`src/rtl/persiana_actuador.sv`:
```
// persiana_actuador
// Behavioural plant model of a motorised blind: motor plus position sensors.
// It sits on the far side of the motor/sensor interface from the blind
// controller, so it closes the loop in simulation and in hardware-in-loop
// demo builds.
//
// Ports
//   Reloj     in   system clock, rising edge
//   reset     in   asynchronous, active-high reset
//   subir     in   motor-up command from the controller
//   bajar     in   motor-down command from the controller
//   Ssup      out  top limit sensor    (posicion == PASOS_MAX)
//   Smed      out  mid sensor          (posicion == PASO_MED)
//   Sinf      out  bottom limit sensor (posicion == 0)
//   posicion  out  current step position, unsigned, 0 = fully closed
//   moviendo  out  motor running (SUBIENDO or BAJANDO)
//   falla     out  sticky fault: subir and bajar were asserted together
//
// State    | meaning
// ---------+---------------------------------------------------------
// REPOSO   | motor stopped, prescaler held at zero
// SUBIENDO | moving up, one step every PRESC cycles
// BAJANDO  | moving down, one step every PRESC cycles
// FALLA    | conflicting commands seen; absorbing until reset
//
// Every output comes from a flop. The sensors and moviendo are decoded from
// the next state and next position, so no output depends combinationally on
// subir or bajar.
module persiana_actuador #(
    parameter int PASOS_MAX = 200,
    parameter int PASO_MED  = 100,
    parameter int PRESC     = 1000,
    parameter int POS_INI   = 0
) (
    input  logic       Reloj,
    input  logic       reset,
    input  logic       subir,
    input  logic       bajar,
    output logic       Ssup,
    output logic       Smed,
    output logic       Sinf,
    output logic [7:0] posicion,
    output logic       moviendo,
    output logic       falla
);

    typedef enum logic [1:0] {
        REPOSO   = 2'd0,
        SUBIENDO = 2'd1,
        BAJANDO  = 2'd2,
        FALLA    = 2'd3
    } estado_t;

    localparam logic [7:0]  POS_MAX_C = 8'(PASOS_MAX);
    localparam logic [7:0]  POS_MED_C = 8'(PASO_MED);
    localparam logic [7:0]  POS_INI_C = 8'(POS_INI);
    localparam logic [15:0] PRESC_TC  = 16'(PRESC - 1);

    estado_t     state_q, state_d;
    logic [7:0]  pos_q, pos_d;
    logic [15:0] presc_q, presc_d;
    logic        ssup_q, ssup_d;
    logic        smed_q, smed_d;
    logic        sinf_q, sinf_d;
    logic        moviendo_q, moviendo_d;
    logic        falla_q, falla_d;

    always_comb begin
        state_d = state_q;
        pos_d   = pos_q;
        presc_d = presc_q;

        if (state_q == FALLA) begin
            // Absorbing: position frozen, only reset leaves.
            presc_d = '0;
        end else if (subir && bajar) begin
            state_d = FALLA;
            presc_d = '0;
        end else begin
            case (state_q)
                REPOSO: begin
                    // Any count left over from an interrupted step is dropped here.
                    presc_d = '0;
                    if (subir && (pos_q < POS_MAX_C)) begin
                        state_d = SUBIENDO;
                    end else if (bajar && (pos_q > 8'd0)) begin
                        state_d = BAJANDO;
                    end
                end
                SUBIENDO: begin
                    // A reversal goes straight to BAJANDO without a stop in REPOSO.
                    if (bajar && (pos_q > 8'd0)) begin
                        state_d = BAJANDO;
                        presc_d = '0;
                    end else if (!subir || (pos_q == POS_MAX_C)) begin
                        state_d = REPOSO;
                        presc_d = '0;
                    end else if (presc_q == PRESC_TC) begin
                        pos_d   = pos_q + 8'd1;
                        presc_d = '0;
                    end else begin
                        presc_d = presc_q + 16'd1;
                    end
                end
                BAJANDO: begin
                    if (subir && (pos_q < POS_MAX_C)) begin
                        state_d = SUBIENDO;
                        presc_d = '0;
                    end else if (!bajar || (pos_q == 8'd0)) begin
                        state_d = REPOSO;
                        presc_d = '0;
                    end else if (presc_q == PRESC_TC) begin
                        pos_d   = pos_q - 8'd1;
                        presc_d = '0;
                    end else begin
                        presc_d = presc_q + 16'd1;
                    end
                end
                default: begin
                    state_d = FALLA;
                    presc_d = '0;
                end
            endcase
        end

        // The step that reaches a limit asserts the sensor on that same edge.
        ssup_d     = (pos_d == POS_MAX_C);
        smed_d     = (pos_d == POS_MED_C);
        sinf_d     = (pos_d == 8'd0);
        moviendo_d = (state_d == SUBIENDO) || (state_d == BAJANDO);
        falla_d    = (state_d == FALLA);
    end

    always_ff @(posedge Reloj or posedge reset) begin
        if (reset) begin
            state_q    <= REPOSO;
            pos_q      <= POS_INI_C;
            presc_q    <= '0;
            ssup_q     <= (POS_INI_C == POS_MAX_C);
            smed_q     <= (POS_INI_C == POS_MED_C);
            sinf_q     <= (POS_INI_C == 8'd0);
            moviendo_q <= 1'b0;
            falla_q    <= 1'b0;
        end else begin
            state_q    <= state_d;
            pos_q      <= pos_d;
            presc_q    <= presc_d;
            ssup_q     <= ssup_d;
            smed_q     <= smed_d;
            sinf_q     <= sinf_d;
            moviendo_q <= moviendo_d;
            falla_q    <= falla_d;
        end
    end

    assign Ssup     = ssup_q;
    assign Smed     = smed_q;
    assign Sinf     = sinf_q;
    assign posicion = pos_q;
    assign moviendo = moviendo_q;
    assign falla    = falla_q;

endmodule

```
`config.mk`:
```
export PLATFORM = sky130hd
export DESIGN_NAME = persiana_actuador
export DESIGN_NICKNAME = d
export VERILOG_FILES = /design/src/rtl/persiana_actuador.sv
export SDC_FILE = /design/constraint.sdc
export NUM_CORES = 1
export LEC_CHECK = 0
export CAP_MARGIN = 40
export CORE_UTILIZATION = 45
export CTS_CLUSTER_SIZE = 8
export DETAILED_ROUTE_END_ITERATION = 16
export PLACE_DENSITY = 0.78
export SYNTH_ARGS = -nofsm -noshare
export SYNTH_HDL_FRONTEND = slang
export SYNTH_SLANG_ARGS = --single-unit
```
`constraint.sdc`:
```
create_clock -name Reloj -period 2.8 [get_ports Reloj]
set_clock_uncertainty 0.15 [all_clocks]
set_input_delay 0.56 -clock Reloj [delete_from_list [all_inputs] [get_ports Reloj]]
set_output_delay 0.56 -clock Reloj [all_outputs]
set_load 0.005 [all_outputs]
```
======== Word level (Yosys, flattened, before mapping) ========
Cells that the tools add are included.
operators by class
  add/subtract/negate cells ............... 3
  magnitude comparators ................... 2
  equal/unequal tests ..................... 10
  mux-type cells .......................... 26
  reduce and logical (&&, ||, !) cells .... 11
operator list
  kind                                                count
  2-to-1 mux 16 bit                                   7
  2-to-1 mux 8 bit                                    8
  one-hot mux 16 bit (2 select lines)                 1
  adder 16 x 1 -> 16 bit, second input constant       1
  == test 16 x 10 -> 1 bit, second input constant     1
  == test 8 bit, second input constant                2
  logical NOT 8 bit                                   2
  2-to-1 mux 2 bit                                    8
  one-hot mux 8 bit (2 select lines)                  1
  adder 8 x 1 -> 8 bit, second input constant         1
  == test 2 bit, second input constant                4
  == test 8 x 7 -> 1 bit, second input constant       1
  > comparator 8 x 1 -> 1 bit, second input constant  1
  < comparator 8 bit, second input constant           1
  subtractor 8 x 1 -> 8 bit, second input constant    1
  one-hot mux 2 bit (3 select lines)                  1
  == test 2 x 1 -> 1 bit, second input constant       2
  logical AND 1 bit                                   3
  logical OR 1 bit                                    3
  logical NOT 1 bit                                   2
  logical NOT 2 bit                                   1
word-level totals
  register bits after elaboration ......... 31
  input bits .............................. 4

======== Logic depth before layout (Yosys ltp) ========
Gate-level depths: netlist of run 1.
  word-level depth ........................ 9
  mapped depth ............................ 10

======== Worst setup path before layout of run 1 ========
OpenSTA, ideal clock, no wires.
  kind .................................... reg-to-reg
  start ................................... reg presc_q[3]
  end ..................................... reg smed_q, in the netlist Smed
  setup time .............................. 0.096 ns
  data arrival time ....................... 2.777 ns
  required time ........................... 2.554 ns
  path slack .............................. -0.222 ns
  stages on the path, launching flop included .. 9
  path buffers ............................ 1
  clock period less this slack ............ 3.022 ns
  cell sequence ........................... dfrtp_1 > or4b_1 > or4_1 > buf_2 > or4_4 > a21oi_2 > nor2_1 > a211o_1 > nor4_2
on the way
  cells in the longest elaborated chain, start to end .. 8
  elaborated cells between the ends (all ways) .. 11
RTL lines
  element                                     line     RTL
  from (decl)                                 61       logic [15:0] presc_q, presc_d;
  from (signal assigned)                      147      presc_q <= presc_d;
  == test 16 x 10 -> 1 bit (*)                98, 112
  2-to-1 mux 8 bit, on equally long branches  112, 98
  2-to-1 mux 8 bit, on equally long branches  109, 95
  2-to-1 mux 8 bit, on equally long branches  106, 92
  one-hot mux 8 bit (2 select lines) (*)      80       case (state_q)
  2-to-1 mux 8 bit (*)                        76       end else if (subir && bajar) begin
  2-to-1 mux 8 bit (*)                        73       if (state_q == FALLA) begin
  named net pos_d[7]                          60       logic [7:0] pos_q, pos_d;
  == test 8 x 7 -> 1 bit (*)                  128      smed_d = (pos_d == POS_MED_C);
  named net smed_d                            63       logic smed_q, smed_d;
  to (signal assigned)                        140      smed_q <= (POS_INI_C == POS_MED_C);
  to (signal assigned)                        149      smed_q <= smed_d;
  to (decl)                                   63
Mark *: on every way through the listed nets, which the timed path passes. The rest lies on a longest branch.

======== Final worst setup path of run 1 ========
  start ................................... reg presc_q[13]
  end ..................................... reg sinf_q, in the netlist Sinf
on the way
  cells in the longest elaborated chain, start to end .. 8
  elaborated cells between the ends (all ways) .. 11
RTL lines
  element                                     line     RTL
  == test 16 x 10 -> 1 bit (*)                98, 112
  2-to-1 mux 8 bit, on equally long branches  112, 98
  2-to-1 mux 8 bit, on equally long branches  109, 95
  2-to-1 mux 8 bit, on equally long branches  106, 92
  one-hot mux 8 bit (2 select lines) (*)      80
  2-to-1 mux 8 bit (*)                        76
  2-to-1 mux 8 bit (*)                        73
  named net pos_d[7]                          60
  logical NOT 8 bit (*)                       129      sinf_d = (pos_d == 8'd0);
  named net sinf_d                            64       logic sinf_q, sinf_d;
  to (signal assigned)                        141      sinf_q <= (POS_INI_C == 8'd0);
  to (signal assigned)                        150      sinf_q <= sinf_d;
  to (decl)                                   64
Marked as above.

==> flow_summary.toml, run 1 <==
[status]
outcome = "complete, but fails checks"
violations = "negative setup slack"

[clocking]
htree_levels = 2
cts_tree = "built"
cts.sinks = 31
postCtsHoldBufs = 0
numCtsBuffers = 5
root_buffer = "clkbuf_8"
clock_path_buffers = 2
clk_pin_slew_ns = 0.06
clock_latency_ns = 0.29

[logic_synthesis]
synth_seq_cells = 31
syn_inst = 228
ys_types = 54
syn_area_per_cell_um2 = 8.76
async_reset_ff_share_pct = 100
synth_warnings = 0
synth-edff-count = 0
synth_ff_type = "dfrtp_1"
netlist_area_um2 = 2000
ys_seq_area_share_pct = 38.9
synth_fp_nets = 241

[run]
max-cap-violations = 0

[power]
peakVddDrop_mv = 0.351
pwr-share-clk_pct = 19.8
sw_frac_of_total_pct = 38.9
total_power_uw = 1700
power_density_nw_per_um2 = 587
leakage_uw = 0.00130
power_switching_uw = 660
p_seq_share_pct = 31.5
combPwrFrac_pct = 48.7
p_int_uw = 1040

[timing]
fin_ws_ns = -0.156
tightest_slew_ns = 0.648
relSlewSlack_pct = 56.6
grt_setup_unrepaired = "true"
finalCritPeriodShare_pct = 106
fin_crit_ns = 2.96
fmax_mhz = 338
setup_violations = 3
timing.hold.ws_ns = 0.397
finalMaxSlewViolations = 0
hold_viol_final = 0
setup_tns_ns = -0.330

[drt]
vias = 2043
wl_per_cell_um = 15.0
drcViolationCount = 0
drt-total-wl_um = 5300
first_pass_iters = 4
drt_first_iter_violations = 187
avgViaCountPerCell = 5.79
antenna_left = 0

[floorplan]
dieWidth_um = 68.6
start_util_pct = 48.5
dieArea_um2 = 4710
coreArea_um2 = 4120
die_h_um = 68.6
io_pins = 17
rows = 23

[global_routing]
grt_overflow = 0
grt_max_degree = 32
grt_pass1_vias = 1955
antenna_found_initial = 0
grtUsageTotal_pct = 24.2
grt_pass1_wl_um = 8220

[placement]
gp_congestion = 0.942
dpl.hpwl_um = 3800
placedCellCount = 341
io_buffers = 16

[worst_hold_path]
hp-class = "flip-flop to flip-flop"

[finish]
finalNonFillerCells = 353
final_common_cell = "buf_4"
syn_to_final_growth_pct = 45.1
final_cell_mix = "buf_4 (62), nor2_1 (31), dfrtp_1 (30)"
drive_above_1_share_pct = 32.3
antenna_cells = 0
fin_nets = 315

[setup_path]
startpoint_type = "flip-flop"
worstSetupEndpointType = "flip-flop"
critPathKind = "flip-flop to flip-flop"
crit_chain = "or4b_4 -> or4_4 -> or4_4 -> a21oi_4 -> nor2_1 -> a211o_1 -> nor4_2"
required_ns = 2.84
critPathArrivalTime_ns = 3.00
critical_path.max_fanout = 5
crit_slowest_cell = "or4b_4"
critPathMaxStageDelay_ns = 0.54
path_common_cell = "or4_4"
cell families (layout without fill, tap and decap cells):
| family | Yosys count | after routing | share of synthesized area, % |
|---|---|---|---|
| xor gates and xnor gates | 14 | 14 | 6.14 |
| DFF | 31 | 31 | 38.9 |
| buffers and inverters | 22 | 97 | 4.20 |
| muxes | 2 | 2 | 1.13 |
| and+or+nand+nor | 105 | 105 | 28.6 |
| AOI/OAI and AO/OA | 45 | 45 | 15.4 |
| adders and majority gates | 9 | 9 | 5.64 |
Yosys cell counts (3+ instances only):
master | count | area share, %
clkbuf_1 | 10 | 1.9
inv_1 | 11 | 2.1
and3_1 | 6 | 1.9
xnor2_1 | 6 | 2.6
o21ai_0 | 8 | 2.0
nor3_1 | 3 | 0.75
nor4_1 | 6 | 1.9
xor2_1 | 8 | 3.5
dfrtp_1 | 30 | 38
nand2_1 | 15 | 2.8
a21oi_1 | 12 | 3.0
ha_1 | 9 | 5.6
nand3_1 | 13 | 3.3
nor2_1 | 31 | 5.8
nand4_1 | 8 | 2.5
per-stage QoR:
step | util (%) | instance area [µm²] | setup WS, ns
floorplan | - | 2020 | -0.0260
global placement | 64.0 | 2630 | -0.235
detailed placement | 64.0 | 2630 | -0.283
CTS | 67.4 | 2780 | -0.0650
global route | 70.4 | 2900 | -0.256
finish | 70.4 | 2900 | -0.156
power by group through the flow:
stage,Combinational (µW),Sequential (µW),Clock [µW]
2_1_floorplan,441,539,0
6_report,828,535,336
3_5_place_dp,747,542,0
5_1_grt,908,539,366
3_3_place_gp,727,539,0
4_1_cts,776,534,349
worst paths after layout:
path / startpoint / to / slack, ns / cells past startpoint
worst max-delay path: presc_q[13] / Sinf / -0.16 / 7
worst min-delay path: presc_q[0] / presc_q[0] / 0.40 / 2
worst max register to register: presc_q[13] / Sinf / -0.16 / 7
worst min register to register: presc_q[0] / presc_q[0] / 0.40 / 2
max in group asynchronous: reset / Sinf / 1.67 / 3
min in group asynchronous: reset / presc_q[2] / 0.50 / 3
layer usage:
metal | vias to the layer above | GRT usage, % | part of all wire (%)
li1 | 975 | - | -
met1 | 990 | 26.4 | 43
met2 | 64 | 42.6 | 50
met3 | 14 | 5.92 | 4.9
met4 | 0 | 13.0 | 2.8
met5 | - | 0 | 0
final cells by class:
cell class	count	area, µm²
inverters	11	41.3
flip-flops and latches	31	777
clock inverters	1	5.00
fillers	325	1220
well taps	50	62.6
repair buffers	78	626
clock buffers	7	76.3
multi-input cells	175	1310
repair_timing:
action                     CTS  global route
buffers inserted             0             4
pin swaps                    4             6
hold endpoints to repair     0             0
resized for setup           12            14
setup endpoints to repair    5             5
worst max-delay path: cells and delay by family (launching register included):
kind | cells | cell delay [ns]
AOI/OAI and AO/OA | 2 | 0.48
and+or+nand+nor | 5 | 1.87
DFF | 1 | 0.37
registers in the layout (all words and copies together), names as in the netlist:
| register | count |
|---|---|
| Smed | 1 |
| posicion | 8 |
| moviendo | 1 |
| state_q | 2 |
| falla | 1 |
| presc_q | 16 |
| Ssup | 1 |
| Sinf | 1 |
No activity file was read; power rests on OpenSTA's default activity.
==> inputs of run 2 (changes only) <==
--- a/config.mk
+++ b/config.mk
@@ -5,11 +5,12 @@
 export SDC_FILE = /design/constraint.sdc
 export NUM_CORES = 1
 export LEC_CHECK = 0
+export ABC_CLOCK_PERIOD_IN_PS = 3060
 export CAP_MARGIN = 40
 export CORE_UTILIZATION = 45
 export CTS_CLUSTER_SIZE = 8
 export DETAILED_ROUTE_END_ITERATION = 16
-export PLACE_DENSITY = 0.78
+export PLACE_DENSITY = 0.76
 export SYNTH_ARGS = -nofsm -noshare
 export SYNTH_HDL_FRONTEND = slang
 export SYNTH_SLANG_ARGS = --single-unit
==> constraint.sdc (replaced) <==
create_clock -name Reloj -period 3.06 [get_ports Reloj]
set_clock_uncertainty 0.15 [all_clocks]
set_input_delay 0.612 -clock Reloj [delete_from_list [all_inputs] [get_ports Reloj]]
set_output_delay 0.612 -clock Reloj [all_outputs]
set_load 0.005 [all_outputs]
==> flow_summary.toml, run 2 (same netlist as run 1, synthesis figures left out) <==
[status]
outcome = "completed"

[setup_path]
critPathKind = "flip-flop to flip-flop"
critPathMaxStageDelay_ns = 0.54
critical_path.max_fanout = 5
path_buf_inv = 0
crit_slowest_cell = "or4b_1"
critPathArrivalTime_ns = 3.00
required_ns = 3.11
path_common_cell = "or4_4"
cp_top_family = "simple AND/OR/NAND/NOR gates"
worstSetupEndpointType = "flip-flop"
startpoint_type = "flip-flop"
crit_chain = "or4b_1 -> or4_4 -> or4_4 -> a21oi_2 -> nor2_1 -> a211o_1 -> nor4_2"

[global_routing]
busiest_layer = "met2"
use_met3_pct = 4.11
grt_overflow = 0
grt_pass1_vias = 1735
grtUsageTotal_pct = 22.9
antenna_found_initial = 0
gr-usage-met2_pct = 39.3
grt_pass1_wl_um = 7730
use_met1_pct = 26.8
grt_max_degree = 32

[floorplan]
dieArea_um2 = 4710
rows = 23
die_h_um = 68.6
dieWidth_um = 68.6
io_pins = 17
start_util_pct = 48.5
coreArea_um2 = 4120

[finish]
regArea_um2 = 777
fin_nets = 281
drive_above_1_share_pct = 20.4
syn_to_final_growth_pct = 27.1
largest_register_ffs = 16
antenna_cells = 0
final_cell_mix = "nor2_1 (31), dfrtp_1 (30), buf_4 (28)"
final_util_pct = 61.7
stdcell_area_um2 = 2540
regMostFlops = "presc_q"
multi_input_area_um2 = 1200
fillers = 380
final_common_cell = "nor2_1"

[timing]
fin_crit_ns = 2.95
finalCritPeriodShare_pct = 96.4
setup_violations = 0
setup_tns_ns = 0
hold_viol_final = 0
grt_setup_unrepaired = "false"
relSlewSlack_pct = 58.1
fmax_mhz = 339
finalMaxSlewViolations = 0
tightest_slew_ns = 0.622

[drt]
antenna_left = 0
wl_per_cell_um = 15.1
vias = 1868
first_pass_iters = 4
drt-total-wl_um = 4800
drt_first_iter_violations = 217
drcViolationCount = 0
avgViaCountPerCell = 5.86

[worst_hold_path]
hp-class = "flip-flop to flip-flop"

[clocking]
cts_tree = "built"
clock_path_buffers = 2
post-cts-setup-buffer-count = 0
clock_latency_ns = 0.29
clk_pin_slew_ns = 0.07
htree_levels = 2
numCtsBuffers = 5
cts.sinks = 31
root_buffer = "clkbuf_8"

[placement]
postPlaceCellArea_um2 = 2390
io_buffers = 16
dpl.hpwl_um = 3510
gp_congestion = 0.904

[power]
total_power_uw = 1490
leakage_uw = 0.00110
peakVddDrop_mv = 0.302
power_density_nw_per_um2 = 586

[run]
max-cap-violations = 0
==> run 2: changes by cell type in the layout (fill, tap and decap cells not counted), sizes merged <==
cell | previous run | this run
buf | 62 | 28
==> run 2: worst paths after layout <==
check	start	to	slack (ns)	depth (start not counted)
worst max-delay path	presc_q[3]	Smed	0.11	7
max in group asynchronous	reset	Sinf	1.89	3
worst max register to register	presc_q[3]	Smed	0.11	7
min in group asynchronous	reset	presc_q[5]	0.55	3
worst min-delay path	presc_q[0]	presc_q[0]	0.33	1
worst min register to register	presc_q[0]	presc_q[0]	0.33	1
==> run 2: cell type report <==
type	instances	share of cell area [%]
Multi-Input combinational cell	175	47.1
Sequential cell	31	30.6
Timing Repair Buffer	44	14.6
Clock buffer	7	3.40
Tap cell	50	2.46
Inverter	11	1.63
Clock inverter	1	0.197
==> run 2: stage by stage <==
stage / worst slack [ns] / hold slack (ns) / instances
2_1_floorplan: 0.0375 / 0.305 / 228
5_1_grt: 0.0177 / 0.363 / 319
6_report: 0.110 / 0.335 / 319
4_1_cts: 0.0230 / 0.337 / 319
3_5_place_dp: -0.0164 / 0.329 / 311
3_3_place_gp: 0.0428 / 0.325 / 311
==> run 2: what timing repair did <==
action,in CTS,in global routing
pin swaps,0,1
resized for setup,1,12
hold buffers,0,0
setup endpoints to repair,2,3
==> run 2: per-layer routing <==
metal  part of all wire (%)  vias up  wire, µm
met1                     44      891      2110
met2                     49       65      2370
met4                    1.6        0        75
met3                    5.2        8       248
met5                      0        -         0
li1                       -      904         -
==> run 2: power by group <==
part           leakage [µW]  total, µW  internal (µW)  switching [µW]
Sequential         0.000418        489            460            29.0
Clock             0.0000482        332            181             151
Combinational      0.000636        667            285             383
==> inputs of run 3 (changes only) <==
--- a/config.mk
+++ b/config.mk
@@ -5,12 +5,14 @@
 export SDC_FILE = /design/constraint.sdc
 export NUM_CORES = 1
 export LEC_CHECK = 0
+export ABC_AREA = 1
 export ABC_CLOCK_PERIOD_IN_PS = 3060
 export CAP_MARGIN = 40
 export CORE_UTILIZATION = 45
 export CTS_CLUSTER_SIZE = 8
 export DETAILED_ROUTE_END_ITERATION = 16
-export PLACE_DENSITY = 0.76
+export PLACE_DENSITY = 0.75
+export SLEW_MARGIN = 20
 export SYNTH_ARGS = -nofsm -noshare
 export SYNTH_HDL_FRONTEND = slang
 export SYNTH_SLANG_ARGS = --single-unit
==> flow_summary.toml, run 3 <==
[global_routing]
use_met1_pct = 30.6
use_met3_pct = 2.74
grt_overflow = 0
gr-usage-met2_pct = 31.8
antenna_found_initial = 0
busiest_layer = "met2"
grt_pass1_vias = 1944
grt_max_degree = 32
grtUsageTotal_pct = 21.3
grt_pass1_wl_um = 8750

[timing]
grt_setup_unrepaired = "false"
tightest_slew_ns = 0.511
finalMaxSlewViolations = 0
setup_violations = 0
fin_ws_ns = 0.526
relSlewSlack_pct = 65.9
setup_tns_ns = 0
timing.hold.ws_ns = 0.331
fmax_mhz = 395
hold_viol_final = 0
finalCritPeriodShare_pct = 82.8
fin_crit_ns = 2.53

[placement]
gp_congestion = 0.993
dpl.hpwl_um = 3990
io_buffers = 16
pre_cts_ws_ns = 0.335
placedCellCount = 403
postPlaceCellArea_um2 = 2500

[setup_path]
startpoint_type = "flip-flop"
crit_slowest_cell = "ha_1"
required_ns = 3.08
regToRegSetupSlack_ns = 0.53
crit_start = "state_q[1]"
worstSetupEndpointType = "flip-flop"
worstReg2RegStart = "state_q[1]"
endpoint = "presc_q[5]"
critPathKind = "flip-flop to flip-flop"
critPathArrivalTime_ns = 2.55
r2r-end = "presc_q[5]"
critical_path.max_fanout = 15
path_common_cell = "inv_1"
crit_chain = "inv_1 -> ha_1 -> inv_1 -> nor3_2 -> a21oi_1 -> nor2_1 -> nand2_1 -> nor3b_1"
critPathMaxStageDelay_ns = 0.44
reg2reg_depth = 8

[logic_synthesis]
ys_seq_area_share_pct = 33.5
netlist_area_um2 = 2320
synth_largest_area_cell = "dfrtp_1"
synth_ff_type = "dfrtp_1"
synth-edff-count = 0
syn_inst = 325
synthSimpleGateAreaFrac_pct = 41.1
synth_top_area_share_pct = 32.4
synth_warnings = 0
synth_compound_area_share_pct = 8.37
synth_adder_area_share_pct = 4.86
synth_fp_nets = 338
synth_xor_area_share_pct = 0.756
synth.most_common_cell = "nand2_1"
synth_common_cells = "nand2_1 (73), inv_1 (49), nor2_1 (44)"
synth_seq_cells = 31
ys_types = 36
synth_top_family_by_area = "simple AND/OR/NAND/NOR gates"
async_reset_ff_share_pct = 100
synth.area.top_cells = "dfrtp_1 (32%), nand2_1 (12%), inv_1 (7.9%)"
synth_mux_area_share_pct = 0
syn_area_per_cell_um2 = 7.13

[drt]
avgViaCountPerCell = 5.11
first_pass_iters = 4
antenna_left = 0
vias = 2101
drt_first_iter_violations = 217
drcViolationCount = 0
drt-total-wl_um = 5030
wl_per_cell_um = 12.2

[finish]
syn_to_final_growth_pct = 12.3
drive_above_1_share_pct = 12.2
regMostFlops = "presc_q"
antenna_cells = 0
final_cell_mix = "nand2_1 (73), inv_1 (49), nor2_1 (44)"
final_common_cell = "nand2_1"
stdcell_area_um2 = 2600
fin_nets = 356
finalNonFillerCells = 411
largest_register_ffs = 16

[floorplan]
coreArea_um2 = 4850
rows = 25
start_util_pct = 47.8
dieArea_um2 = 5440
dieWidth_um = 73.8
die_h_um = 73.8
io_pins = 17

[power]
power_density_nw_per_um2 = 720
peakVddDrop_mv = 0.344
leakage_uw = 0.00121

[clocking]
postCtsHoldBufs = 0
clock_path_buffers = 2
clock_latency_ns = 0.28
numCtsBuffers = 5
cts_tree = "built"
htree_levels = 2
root_buffer = "clkbuf_8"
post-cts-setup-buffer-count = 0
ctsResizeCount = 0
cts.sinks = 31
clk_pin_slew_ns = 0.06

[worst_hold_path]
hp-class = "flip-flop to flip-flop"

[status]
outcome = "completed"

[run]
max-cap-violations = 0
==> run 3: how the worst min path moves through the flow <==
| stage | startpoint | to | cells past startpoint | slack, ns |
|---|---|---|---|---|
| 3_3_place_gp | presc_q[0] | presc_q[0] | 1 | 0.30 |
| 5_1_grt | presc_q[0] | presc_q[0] | 1 | 0.35 |
| 2_1_floorplan | presc_q[0] | presc_q[0] | 1 | 0.28 |
| 6_report | presc_q[0] | presc_q[0] | 1 | 0.33 |
| 3_5_place_dp | presc_q[0] | presc_q[0] | 1 | 0.32 |
| 4_1_cts | presc_q[0] | presc_q[0] | 1 | 0.33 |
==> run 3: power breakdown <==
part	total, µW	internal (µW)	switching [µW]	leakage, µW
Combinational	960	340	620	0.000751
Clock	342	205	137	0.0000515
Sequential	571	479	91.5	0.000413
==> run 3: cells by family (layout without fill, tap and decap cells) <==
kind of cell             Yosys count  count (layout)
adder cells (fa/ha/maj)            9               9
flip-flops                        31              31
AO/OA/AOI/OAI                     29              29
AND/OR/NAND/NOR                  196             196
XOR/XNOR                           2               2
buffers and inverters             58              77
==> run 3: worst max-delay path: cells and delay by family, from the launching register on <==
kind,cells,cell delay [ns]
AND/OR/NAND/NOR,4,1.02
flip-flops,1,0.41
AO/OA/AOI/OAI,1,0.06
adder cells (fa/ha/maj),1,0.44
buffers and inverters,2,0.32
==> run 3: layout make-up <==
| type | instances | area, µm² |
|---|---|---|
| tap | 67 | 83.8 |
| timing repair buffer | 17 | 168 |
| clock buffer | 8 | 100 |
| inverter | 52 | 196 |
| multi-input combinational | 236 | 1280 |
| fill | 485 | 2250 |
| sequential | 31 | 777 |
==> run 3: through the flow <==
stage / util [%] / total power (µW)
floorplan: - / 1260
global placement: 51.6 / 1510
detailed placement: 51.6 / 1530
CTS: 53.7 / 1880
global route: 53.7 / 2040
finish: 53.7 / 1870
==> run 3: layer usage <==
metal  share of wire (%)  routed length (µm)
met5                   0                   0
met2                  43                2170
met4                 1.3                  65
met3                 7.3                 367
met1                  48                2430
